**src/rtl/nukv_value_stream_arbiter.sv**
```systemverilog
// nukv_value_stream_arbiter
// Round-robin arbiter that shares one registered 512-bit value stream between
// NUM_PORTS producers. A grant covers a whole value: the first beat carries the
// value length in 8-byte words in bits [15:0], which sets the beat count.
// Optional build macro: NUKV_VARB_STATS_EN adds per-port completed-value
// counters on the stat_values port.
module nukv_value_stream_arbiter #(
    parameter int MEMORY_WIDTH = 512,
    parameter int NUM_PORTS    = 2,
    parameter int SRC_W        = 3
) (
    input  logic                              clk,
    input  logic                              rst,
    input  logic [NUM_PORTS*MEMORY_WIDTH-1:0] in_data,
    input  logic [NUM_PORTS-1:0]              in_valid,
    output logic [NUM_PORTS-1:0]              in_ready,
    output logic [MEMORY_WIDTH-1:0]           output_data,
    output logic                              output_valid,
    output logic                              output_last,
    output logic [SRC_W-1:0]                  output_src,
    input  logic                              output_ready
`ifdef NUKV_VARB_STATS_EN
    ,
    output logic [NUM_PORTS*32-1:0]           stat_values
`endif
);

    // Per-port views are padded to a power of two so a SRC_W-bit index is
    // always in range; padding slots never request.
    localparam int NUM_SLOTS = 1 << SRC_W;

    typedef enum logic {ST_IDLE = 1'b0, ST_BURST = 1'b1} state_t;

    state_t                  state_reg;
    logic [SRC_W-1:0]        grant_reg;
    logic [SRC_W-1:0]        last_grant_reg;
    logic [13:0]             beats_left_reg;

    logic [MEMORY_WIDTH-1:0] slot_data [NUM_SLOTS];
    logic [NUM_SLOTS-1:0]    slot_valid;
    logic                    out_free;
    logic                    accept;
    logic                    pick_found;
    logic [SRC_W-1:0]        pick;
    logic [15:0]             hdr_len;
    logic [13:0]             hdr_beats;

    genvar gi;
    generate
        for (gi = 0; gi < NUM_SLOTS; gi++) begin : g_slot
            if (gi < NUM_PORTS) begin : g_port
                assign slot_data[gi]  = in_data[gi*MEMORY_WIDTH +: MEMORY_WIDTH];
                assign slot_valid[gi] = in_valid[gi];
            end else begin : g_pad
                assign slot_data[gi]  = '0;
                assign slot_valid[gi] = 1'b0;
            end
        end
    endgenerate

    // The output register can take a new beat when empty or being drained.
    assign out_free = !output_valid || output_ready;

    generate
        for (gi = 0; gi < NUM_PORTS; gi++) begin : g_ready
            assign in_ready[gi] = (state_reg == ST_BURST) && (grant_reg == SRC_W'(gi)) && out_free;
        end
    endgenerate

    assign accept = (state_reg == ST_BURST) && slot_valid[grant_reg] && out_free;

    // Header decode of the candidate port: words -> 64-byte beats, rounded up,
    // zero length still moves the header beat. Max result 8192 fits 14 bits.
    assign hdr_len   = slot_data[pick][15:0];
    assign hdr_beats = (hdr_len == 16'd0) ? 14'd1 : 14'(({1'b0, hdr_len} + 17'd7) >> 3);

    // Round-robin pick: first requesting port after the last one served.
    always_comb begin
        pick       = '0;
        pick_found = 1'b0;
        for (int k = 1; k <= NUM_PORTS; k++) begin
            if (!pick_found && slot_valid[SRC_W'((int'(last_grant_reg) + k) % NUM_PORTS)]) begin
                pick_found = 1'b1;
                pick       = SRC_W'((int'(last_grant_reg) + k) % NUM_PORTS);
            end
        end
    end

    // Arbitration FSM and registered output stage.
    always_ff @(posedge clk) begin
        if (!rst) begin
            state_reg      <= ST_IDLE;
            grant_reg      <= '0;
            last_grant_reg <= SRC_W'(NUM_PORTS - 1);
            beats_left_reg <= '0;
            output_data    <= '0;
            output_valid   <= 1'b0;
            output_last    <= 1'b0;
            output_src     <= '0;
        end else begin
            if (accept) begin
                output_data  <= slot_data[grant_reg];
                output_valid <= 1'b1;
                output_src   <= grant_reg;
                output_last  <= (beats_left_reg == 14'd1);
            end else if (output_valid && output_ready) begin
                output_valid <= 1'b0;
                output_last  <= 1'b0;
            end

            case (state_reg)
                ST_IDLE: begin
                    if (pick_found) begin
                        grant_reg      <= pick;
                        beats_left_reg <= hdr_beats;
                        state_reg      <= ST_BURST;
                    end
                end
                ST_BURST: begin
                    if (accept) begin
                        beats_left_reg <= beats_left_reg - 14'd1;
                        if (beats_left_reg == 14'd1) begin
                            last_grant_reg <= grant_reg;
                            state_reg      <= ST_IDLE;
                        end
                    end
                end
                default: state_reg <= ST_IDLE;
            endcase
        end
    end

`ifdef NUKV_VARB_STATS_EN
    generate
        for (gi = 0; gi < NUM_PORTS; gi++) begin : g_stat
            logic [31:0] stat_count_reg;
            // Count completed values per port, saturating at all-ones.
            always_ff @(posedge clk) begin
                if (!rst) begin
                    stat_count_reg <= '0;
                end else if (accept && (beats_left_reg == 14'd1) && (grant_reg == SRC_W'(gi))
                             && (stat_count_reg != 32'hFFFF_FFFF)) begin
                    stat_count_reg <= stat_count_reg + 32'd1;
                end
            end
            assign stat_values[gi*32 +: 32] = stat_count_reg;
        end
    endgenerate
`else
    // Statistics disabled: no counters are built.
`endif

endmodule

```
**config.mk**
```make
export PLATFORM = sky130hd
export DESIGN_NAME = nukv_value_stream_arbiter
export DESIGN_NICKNAME = d
export VERILOG_FILES = /design/src/rtl/nukv_value_stream_arbiter.sv
export SDC_FILE = /design/constraint.sdc
export NUM_CORES = 1
export LEC_CHECK = 0
export ABC_AREA = 1
export CAP_MARGIN = 10
export CORE_AREA = 3 3 598 600
export CTS_CLUSTER_DIAMETER = 200
export DETAILED_ROUTE_END_ITERATION = 8
export DIE_AREA = 0 0 601 603
export GPL_TIMING_DRIVEN = 0
export PLACE_DENSITY_LB_ADDON = 0.05
export SLEW_MARGIN = 10
export SYNTH_ARGS = -nofsm -noshare
export SYNTH_HDL_FRONTEND = slang
export SYNTH_SLANG_ARGS = --single-unit
```
**constraint.sdc**
```tcl
create_clock -name clk -period 2.3 [get_ports clk]
set_input_delay 0.46 -clock clk [delete_from_list [all_inputs] [get_ports clk]]
set_output_delay 0.46 -clock clk [all_outputs]
set_load 0.02 [all_outputs]
```
==> results of run 1 <==
layer usage:
metal / track usage, % / part of all wire, %
met5: 0 / 0.26
met4: 2.66 / 2.0
met1: 17.1 / 40
met3: 5.01 / 7.7
met2: 27.1 / 50
cell usage in the layout, fill, tap and decap left out, types with 42 or more instances in the layout:
master              n
o21ai_0           124
buf_6              48
nand2_1          1126
clkbuf_16          97
clkdlybuf4s50_1  1038
nand3_1            45
dlygate4sd2_1     426
a31oi_1           515
dfxtp_1           517
nor2_1             47
buf_2              42
clkbuf_1          158
o21ai_1           410
clkdlybuf4s15_2    59
logic make-up after synthesis:
group	after synthesis	synth area share [%]
AO/OA/AOI/OAI	1079	26.0
XOR/XNOR	3	0.113
adder cells (fa/ha/maj)	2	0.107
buffers and inverters	344	7.66
flip-flops	532	45.6
other	1	0.0161
AND/OR/NAND/NOR	1241	20.5
report_power, final:
part	switching [mW]	leakage, nW	internal, mW	total, mW
logic	4.63	13.1	3.30	7.93
registers	0.639	4.38	10.0	10.6
clock network	5.93	1.49	8.57	14.5
total	11.2	18.9	21.9	33.1
per-stage QoR:
stage | total power, mW | worst slack [ns] | util [%] | hold WS [ns] | std cells
2_1_floorplan | 13.5 | 0.576 | - | 0.466 | 3203
3_3_place_gp | 19.4 | -2.24 | 12.7 | 0.487 | 9476
3_5_place_dp | 19.3 | -1.61 | 12.7 | 0.495 | 9477
4_1_cts | 34.3 | -0.222 | 13.5 | 0.0788 | 9650
5_1_grt | 34.8 | -0.127 | 13.6 | 0.147 | 9662
6_report | 33.1 | -0.00746 | 13.6 | 0.192 | 9687
worst max-delay path, cell delays in order, from the launching register on:
cell       delay [ns]
dfxtp_4          0.37
inv_4            0.05
buf_12           0.14
clkbuf_16        0.16
nor3_4           0.18
buf_6            0.16
path summary, 6_finish.rpt:
check	startpoint	endpoint	slack (ns)	cells after the start
min reg2reg	last_grant_reg[0]$_SDFFE_PN1P_	last_grant_reg[0]$_SDFFE_PN1P_	0.51	2
min	in_valid[1]	state_reg$_SDFF_PN0_	0.19	3
max reg2reg	grant_reg[0]$_SDFFE_PN0P_	output_data[280]$_SDFFE_PN0P_	0.12	7
max	grant_reg[0]$_SDFFE_PN0P_	in_ready[1]	-0.007	5
layout make-up:
class,instances,area (um^2)
fillers,40653,305000
repair buffers,1559,15200
multi-input cells,2327,10900
flip-flops and latches,532,10700
well taps,4730,5920
clock buffers,146,2860
plain buffers,300,1920
inverters,43,169
clock inverters,18,136
diodes,32,80.1
what timing repair did:
action / in CTS / in global routing
pin swaps: 1 / 1
cloned: 1 / 0
setup buffers: 8 / 6
setup endpoints to repair: 1035 / 162
resized for setup: 778 / 34
==> impl_metrics.yaml, run 1 <==
synth:
  synth_cells: 3202
  yosys_warnings: 0
  synth_async_sr_flop_share_pct: 0
  ys_top_cells_by_count: "nand2_1 (1126), dfxtp_1 (532), a31oi_1 (515)"
  ys_seq_area_share_pct: 45.6
  synth.largest_area_cell: "dfxtp_1"
  synth_most_common_cell: "nand2_1"
  syn_area_mm2: 0.0233
  synth_edf_count: 0
  ys_seq_elements: 532
  avgSynthCellArea_um2: 7.29
  synthDistinctLibCells: 30
  ys.flop_type: "dfxtp_1"
  netlist_top_cells_area: "dfxtp_1 (46%), nand2_1 (18%), a31oi_1 (14%), o21ai_1 (8.8%), clkbuf_1 (2.9%)"
  yosys.area.top_type_share_pct: 45.6
global_route:
  grt_pass1_wl_um: 361000
  grt_max_degree: 12
  grt.overflow.total: 0
  grt_antenna_before_repair: 221
  grt_util_all_layers_pct: 15.0
  grt_pass1_vias: 32747
sta:
  worst_pin_slew_ns: 0.995
  rsz0062_at_grt: "true"
  fin_ws_ns: -0.00746
  slew_violations: 0
  clock_skew_ns: 0.0433
  min_period_ns: 2.31
  hold_viol: 0
  fin_setup_tns_ns: -0.00746
  clock.fmax_mhz: 433
  post-route-period-util_pct: 100
  slew_headroom_pct: 33.7
  setup_viol: 1
floorplanning:
  die_area_mm2: 0.362
  rows: 218
  start_util_pct: 6.62
  die_width_um: 601
  fp.coreArea_mm2: 0.353
  die_height_um: 603
  ioPinCount: 1548
setup_path:
  cp.required_ns: 1.84
  start_kind: "flop"
  crit_type: "flop to output port"
  crit_arrival_ns: 1.85
  crit_path_end_kind: "output port"
  path_max_fanout: 4
clock_network:
  cts_buffers: 92
  ctsRootBufferMaster: "clkbuf_16"
  cts.clk_slew.worst_paths_ns: 0.06
  clk_latency_ns: 0.80
  cts_sinks: 532
  holdBufCountCts: 0
  cts_tree: "done"
  cts-htree-levels: 3
  ctsLongestPathBuffers: 4
route:
  finalWirelength_um: 283000
  drc: 0
  viasPerCell: 3.27
  wl_per_cell_um: 29.2
  drt_iter0_drc: 1540
  vias: 31659
  ant_nets: 0
  firstDrtPassIters: 5
pwr:
  p_per_area_mw_per_mm2: 691
  leakage_nw: 18.9
  ir_drop_mv: 0.477
placement:
  gp_congestion: 0.824
  place_hpwl_um: 238000
  placed_area_mm2: 0.0447
  io_buffers: 1543
run:
  maxCapViolCount: 0
cells_and_area:
  fin_nets: 5886
  drive_above_1_share_pct: 8.43
  areaGrowthSynthToFinish_pct: 105
  largest_reg_flops: 512
  final_cell_area_mm2: 0.0479
status:
  violations: "negative setup slack"
  status: "finished, violations left"
min_path:
  hold_class: "input pin to flop"
(Power assumes the default switching activity.)
==> run 2, diff against run 1 <==
- CORE_AREA: 3 3 598 600 -> 2 2 597 599
- DIE_AREA: 0 0 601 603 -> 0 0 599 601
==> run 2 against run 1 <==
The flow now finishes without violations; flip-flop and latch count unchanged; power is 1.9% higher; die area down 0.66%; final area increased by 2.0%; count of clock-buffer cells in the layout is 1 higher; critical endpoint unchanged.
==> impl_metrics.yaml, run 2 (synthesis gave the netlist of run 1 again) <==
sta:
  min_period_ns: 2.27
  slew_headroom_pct: 30.4
  rsz0062_at_grt: "true"
  clock_skew_ns: 0.0350
  post-route-period-util_pct: 98.8
  hold_viol: 0
  worst_pin_slew_ns: 1.04
  hold_ws_ns: 0.169
  clock.fmax_mhz: 440
  slew_violations: 0
  setup_viol: 0
floorplanning:
  fp.coreArea_mm2: 0.354
  die_area_mm2: 0.360
  die_width_um: 599
  start_util_pct: 6.59
  rows: 219
  ioPinCount: 1548
  die_height_um: 601
pwr:
  power_mw: 33.7
  leakage_nw: 19.3
  p_per_area_mw_per_mm2: 690
  ir_drop_mv: 0.478
cells_and_area:
  final_common_cell: "nand2_1"
  final_cell_mix: "nand2_1 (1125), clkdlybuf4s50_1 (1031), dfxtp_1 (528)"
  areaGrowthSynthToFinish_pct: 109
  largest_reg_flops: 512
  fillers: 41014
  drive_above_1_share_pct: 8.96
  fin_nets: 5918
global_route:
  grt.overflow.total: 0
  grt_max_degree: 13
  grt_antenna_before_repair: 207
  grt_pass1_wl_um: 360000
  grt_util_all_layers_pct: 15.2
  grt_pass1_vias: 32774
clock_network:
  cts_sinks: 532
  cts-htree-levels: 3
  cts_buffers: 96
  holdBufCountCts: 0
  ctsLongestPathBuffers: 4
  clk_latency_ns: 0.81
  ctsRootBufferMaster: "clkbuf_16"
  cts.clk_slew.worst_paths_ns: 0.05
  cts_tree: "done"
setup_path:
  crit_type: "flop to output port"
  cpPeakStageDelay_ns: 0.35
  crit_path_end_kind: "output port"
  path_max_fanout: 4
  start_kind: "flop"
  crit_chain: "inv_4, buf_12, clkbuf_16, nor3_4, buf_6"
  slowest_stage: "dfxtp_4"
  cp.required_ns: 1.84
  crit_arrival_ns: 1.81
route:
  drt_iter0_drc: 1568
  viasPerCell: 3.25
  vias: 31639
  ant_nets: 0
  wl_per_cell_um: 29.3
  finalWirelength_um: 285000
  firstDrtPassIters: 5
  drc: 0
min_path:
  hold_class: "input pin to flop"
placement:
  gp_congestion: 0.837
  place_hpwl_um: 237000
  io_buffers: 1543
status:
  status: "finished clean"
run:
  maxCapViolCount: 0
## run 2: cell type report
class	count	area (um^2)	share of cell area, %
clock buffer	147	2910	5.95
timing repair buffer	1590	15800	32.3
inverter	43	166	0.341
buffer	297	2170	4.45
antenna	38	95.1	0.195
tap	4751	5940	12.2
clock inverter	18	164	0.336
multi-input combinational	2327	10900	22.4
sequential	532	10700	21.8
## run 2: path summary, 6_finish.rpt
| check | from | to | slack, ns | depth (start not counted) |
|---|---|---|---|---|
| worst max-delay path | grant_reg[0]$_SDFFE_PN0P_ | in_ready[1] | 0.03 | 5 |
| worst min-delay path | in_valid[1] | state_reg$_SDFF_PN0_ | 0.17 | 3 |
| worst max register to register | grant_reg[0]$_SDFFE_PN0P_ | output_data[157]$_SDFFE_PN0P_ | 0.11 | 12 |
| worst min register to register | output_last$_SDFFE_PN0P_ | output_last$_SDFFE_PN0P_ | 0.49 | 2 |
## run 2: repair_timing
item	CTS	global route
resized for setup	827	87
gates cloned	3	14
buffers inserted	14	17
setup endpoints to repair	1041	439
pin swaps	2	3
## run 2: metrics by stage
| stage | instance area (um^2) | setup TNS [ns] | util (%) | setup slack, ns | cells |
|---|---|---|---|---|---|
| floorplan | 23300 | 0 | - | 0.576 | 3203 |
| global placement | 44700 | -824.06 | 12.6 | -2.08 | 9497 |
| detailed placement | 44800 | -536.45 | 12.6 | -1.23 | 9498 |
| CTS | 48100 | -0.386 | 13.6 | -0.241 | 9678 |
| global route | 48700 | -0.349 | 13.8 | -0.0848 | 9712 |
| finish | 48800 | 0 | 13.8 | 0.0265 | 9743 |
## run 2: layer usage
metal  GRT usage, %  up-vias  wire length (um)
met5              0        -               345
li1               -    14578                 -
met4           1.99       52              4650
met2           27.2     1309            142000
met3           4.75      437             21100
met1           17.9    15263            117000
## run 2: where the power goes
part | total, mW | internal (mW) | leakage (nW) | switching (mW)
clock network | 14.9 | 8.74 | 1.52 | 6.12
logic | 8.21 | 3.48 | 13.4 | 4.73
registers | 10.6 | 9.99 | 4.38 | 0.613
total | 33.7 | 22.2 | 19.3 | 11.5
## run 2: worst max-delay path: cells and delay by family, from the launching register on
kind,cells,cell delay (ns)
buf+inv,4,0.47
simple gates,1,0.18
flops,1,0.35
==> run 3, diff against run 2 <==
--- a/config.mk
+++ b/config.mk
@@ -9,7 +9,8 @@
 export CAP_MARGIN = 10
-export CORE_AREA = 2 2 597 599
+export CORE_AREA = 2 2 603 605
 export CTS_CLUSTER_DIAMETER = 200
 export DETAILED_ROUTE_END_ITERATION = 8
-export DIE_AREA = 0 0 599 601
+export DIE_AREA = 0 0 605 607
 export GPL_TIMING_DRIVEN = 0
+export MAX_ROUTING_LAYER = met4
 export PLACE_DENSITY_LB_ADDON = 0.05
==> constraint.sdc (replaced) <==
create_clock -name clk -period 2.2 [get_ports clk]
set_input_delay 0.44 -clock clk [delete_from_list [all_inputs] [get_ports clk]]
set_output_delay 0.44 -clock clk [all_outputs]
set_load 0.05 [all_outputs]
==> run 3 against run 2 <==
The run now ends with negative setup slack left; highest routed layer is now met4; cell count grew 0.93%; register-to-register slack got worse by 0.15 ns; utilization is 0.64 points lower; critical path depth unchanged; non-clock buffer count is 4 lower; sequential power increased by 6%; worst setup slack got worse by 0.23 ns; combinational power is 24% higher; largest cell class unchanged; wire length grew 3.6%.
==> impl_metrics.yaml, run 3 (synthesis gave the netlist of run 1 again) <==
clock_network:
  cts_sinks: 532
  ctsRootBufferMaster: "clkbuf_16"
  holdBufCountCts: 0
  cts.clk_slew.worst_paths_ns: 0.05
  cts-htree-levels: 3
  cts_tree: "done"
  ctsLongestPathBuffers: 4
  cts_buffers: 97
  clk_latency_ns: 0.83
global_route:
  grt_util_all_layers_pct: 15.6
  grt_max_degree: 13
  grt_pass1_vias: 32669
  grt_pass1_wl_um: 365000
  grt_antenna_before_repair: 223
  grt.overflow.total: 0
pwr:
  p_per_area_mw_per_mm2: 783
  ir_drop_mv: 0.537
  power_mw: 37.1
  leakage_nw: 18.3
cells_and_area:
  largest_reg_flops: 512
  final_cell_area_mm2: 0.0475
  fin_nets: 5915
  final_cells: 9834
  fillers: 41772
  utilization_pct: 13.1
  final_cell_mix: "nand2_1 (1124), clkdlybuf4s50_1 (1026), dfxtp_1 (521)"
  areaGrowthSynthToFinish_pct: 103
  final_common_cell: "nand2_1"
  drive_above_1_share_pct: 18.4
placement:
  placed_area_mm2: 0.0448
  dpl.cell_count: 9541
  preCtsSetupSlack_ns: -1.41
  place_hpwl_um: 244000
  io_buffers: 1543
  gp_congestion: 0.827
route:
  finalWirelength_um: 295000
  vias: 31756
  wl_per_cell_um: 30.0
  firstDrtPassIters: 5
  drt_iter0_drc: 1575
  viasPerCell: 3.23
  ant_nets: 0
  drc: 0
setup_path:
  rr_startpoint: "grant_reg[0]$_SDFFE_PN0P_"
  crit_type: "flop to output port"
  cpPeakStageDelay_ns: 0.38
  cp_top_family: "buffers and inverters"
  r2r_setup_slack_ns: -0.04
  crit_buf_inv: 4
  path_max_fanout: 5
  crit_arrival_ns: 1.97
  slowest_stage: "dfxtp_4"
  rr_endpoint: "output_data[116]$_SDFFE_PN0P_"
  crit_path_end_kind: "output port"
  cp.required_ns: 1.76
  crit_chain: "inv_6, buf_12, clkbuf_16, nor3_4, buf_6"
  start_kind: "flop"
  r2r.worst_path.cells: 13
sta:
  fin_ws_ns: -0.206
  slew_violations: 0
  rsz0062_at_grt: "true"
  fin_setup_tns_ns: -0.333
  worst_pin_slew_ns: 0.894
  min_period_ns: 2.41
  hold_viol: 0
  setup_viol: 5
  clock_skew_ns: 0.0319
  post-route-period-util_pct: 109
  clock.fmax_mhz: 416
  slew_headroom_pct: 40.4
  hold_ws_ns: 0.152
min_path:
  hold_depth: 3
  hold_path_end: "state_reg$_SDFF_PN0_"
  hold_class: "input pin to flop"
  hp-start: "in_valid[1]"
floorplanning:
  die_width_um: 605
  rows: 221
  die_area_mm2: 0.367
  ioPinCount: 1548
  start_util_pct: 6.47
  fp.coreArea_mm2: 0.361
  die_height_um: 607
status:
  status: "finished, violations left"
  violations: "negative setup slack"
run:
  maxCapViolCount: 0
run 3: cell types whose count changed in the layout (fill, tap and decap cells not counted), moves of 12 or more:
cell             delta
clkbuf_2          +425
dlygate4sd2_1     -426
clkdlybuf4s15_1    +20
buf_6              -12
clkdlybuf4s15_2    -48
buf_2              +45
diode_2            +52
clkbuf_4           +27
clkbuf_1           -43
buf_4              +15
run 3: layer usage:
metal	GRT usage (%)	routed length, um	part of all wire [%]
met1	16.7	115000	39
met2	27.7	150000	51
met3	5.78	24000	8.1
met4	2.71	7040	2.4
met5	-	0	0
run 3: how the worst max path moves through the flow:
stage | from | to | slack (ns) | cells after the start
floorplan | state_reg$_SDFF_PN0_ | in_ready[1] | 0.33 | 4
finish | grant_reg[0]$_SDFFE_PN0P_ | in_ready[1] | -0.21 | 5
global route | grant_reg[0]$_SDFFE_PN0P_ | in_ready[1] | -0.29 | 5
global placement | rst | output_data[471]$_SDFFE_PN0P_ | -2.37 | 5
detailed placement | grant_reg[0]$_SDFFE_PN0P_ | output_data[408]$_SDFFE_PN0P_ | -1.41 | 5
CTS | grant_reg[0]$_SDFFE_PN0P_ | in_ready[1] | -0.31 | 5
run 3: cell type report:
| type | count | area [um^2] | share of cell area (%) |
|---|---|---|---|
| tap | 4794 | 6000 | 12.6 |
| clock inverter | 9 | 125 | 0.264 |
| inverter | 43 | 171 | 0.361 |
| buffer | 298 | 2290 | 4.83 |
| sequential | 532 | 10700 | 22.5 |
| clock buffer | 156 | 2940 | 6.20 |
| multi-input combinational | 2327 | 11000 | 23.2 |
| antenna | 90 | 225 | 0.475 |
| timing repair buffer | 1585 | 14000 | 29.6 |
run 3: timing repair:
item	4_1_cts	5_1_grt
endpoints found under the setup margin	1047	980
buffers inserted	9	15
gates cloned	0	17
pin swaps	2	3
gates resized for setup	934	1167
run 3: power by group:
part / total [mW] / internal (mW) / leakage, nW / switching, mW
Combinational: 10.2 / 3.49 / 12.4 / 6.69
Sequential: 11.2 / 10.5 / 4.38 / 0.712
Clock: 15.8 / 9.28 / 1.51 / 6.53
run 3: worst reg2reg max path, delay by kind of cell (launching register included):
family,cells,cell delay [ns]
and+or+nand+nor,1,0.05
AOI/OAI and AO/OA,4,0.53
DFF,1,0.38
buffers and inverters,8,1.18
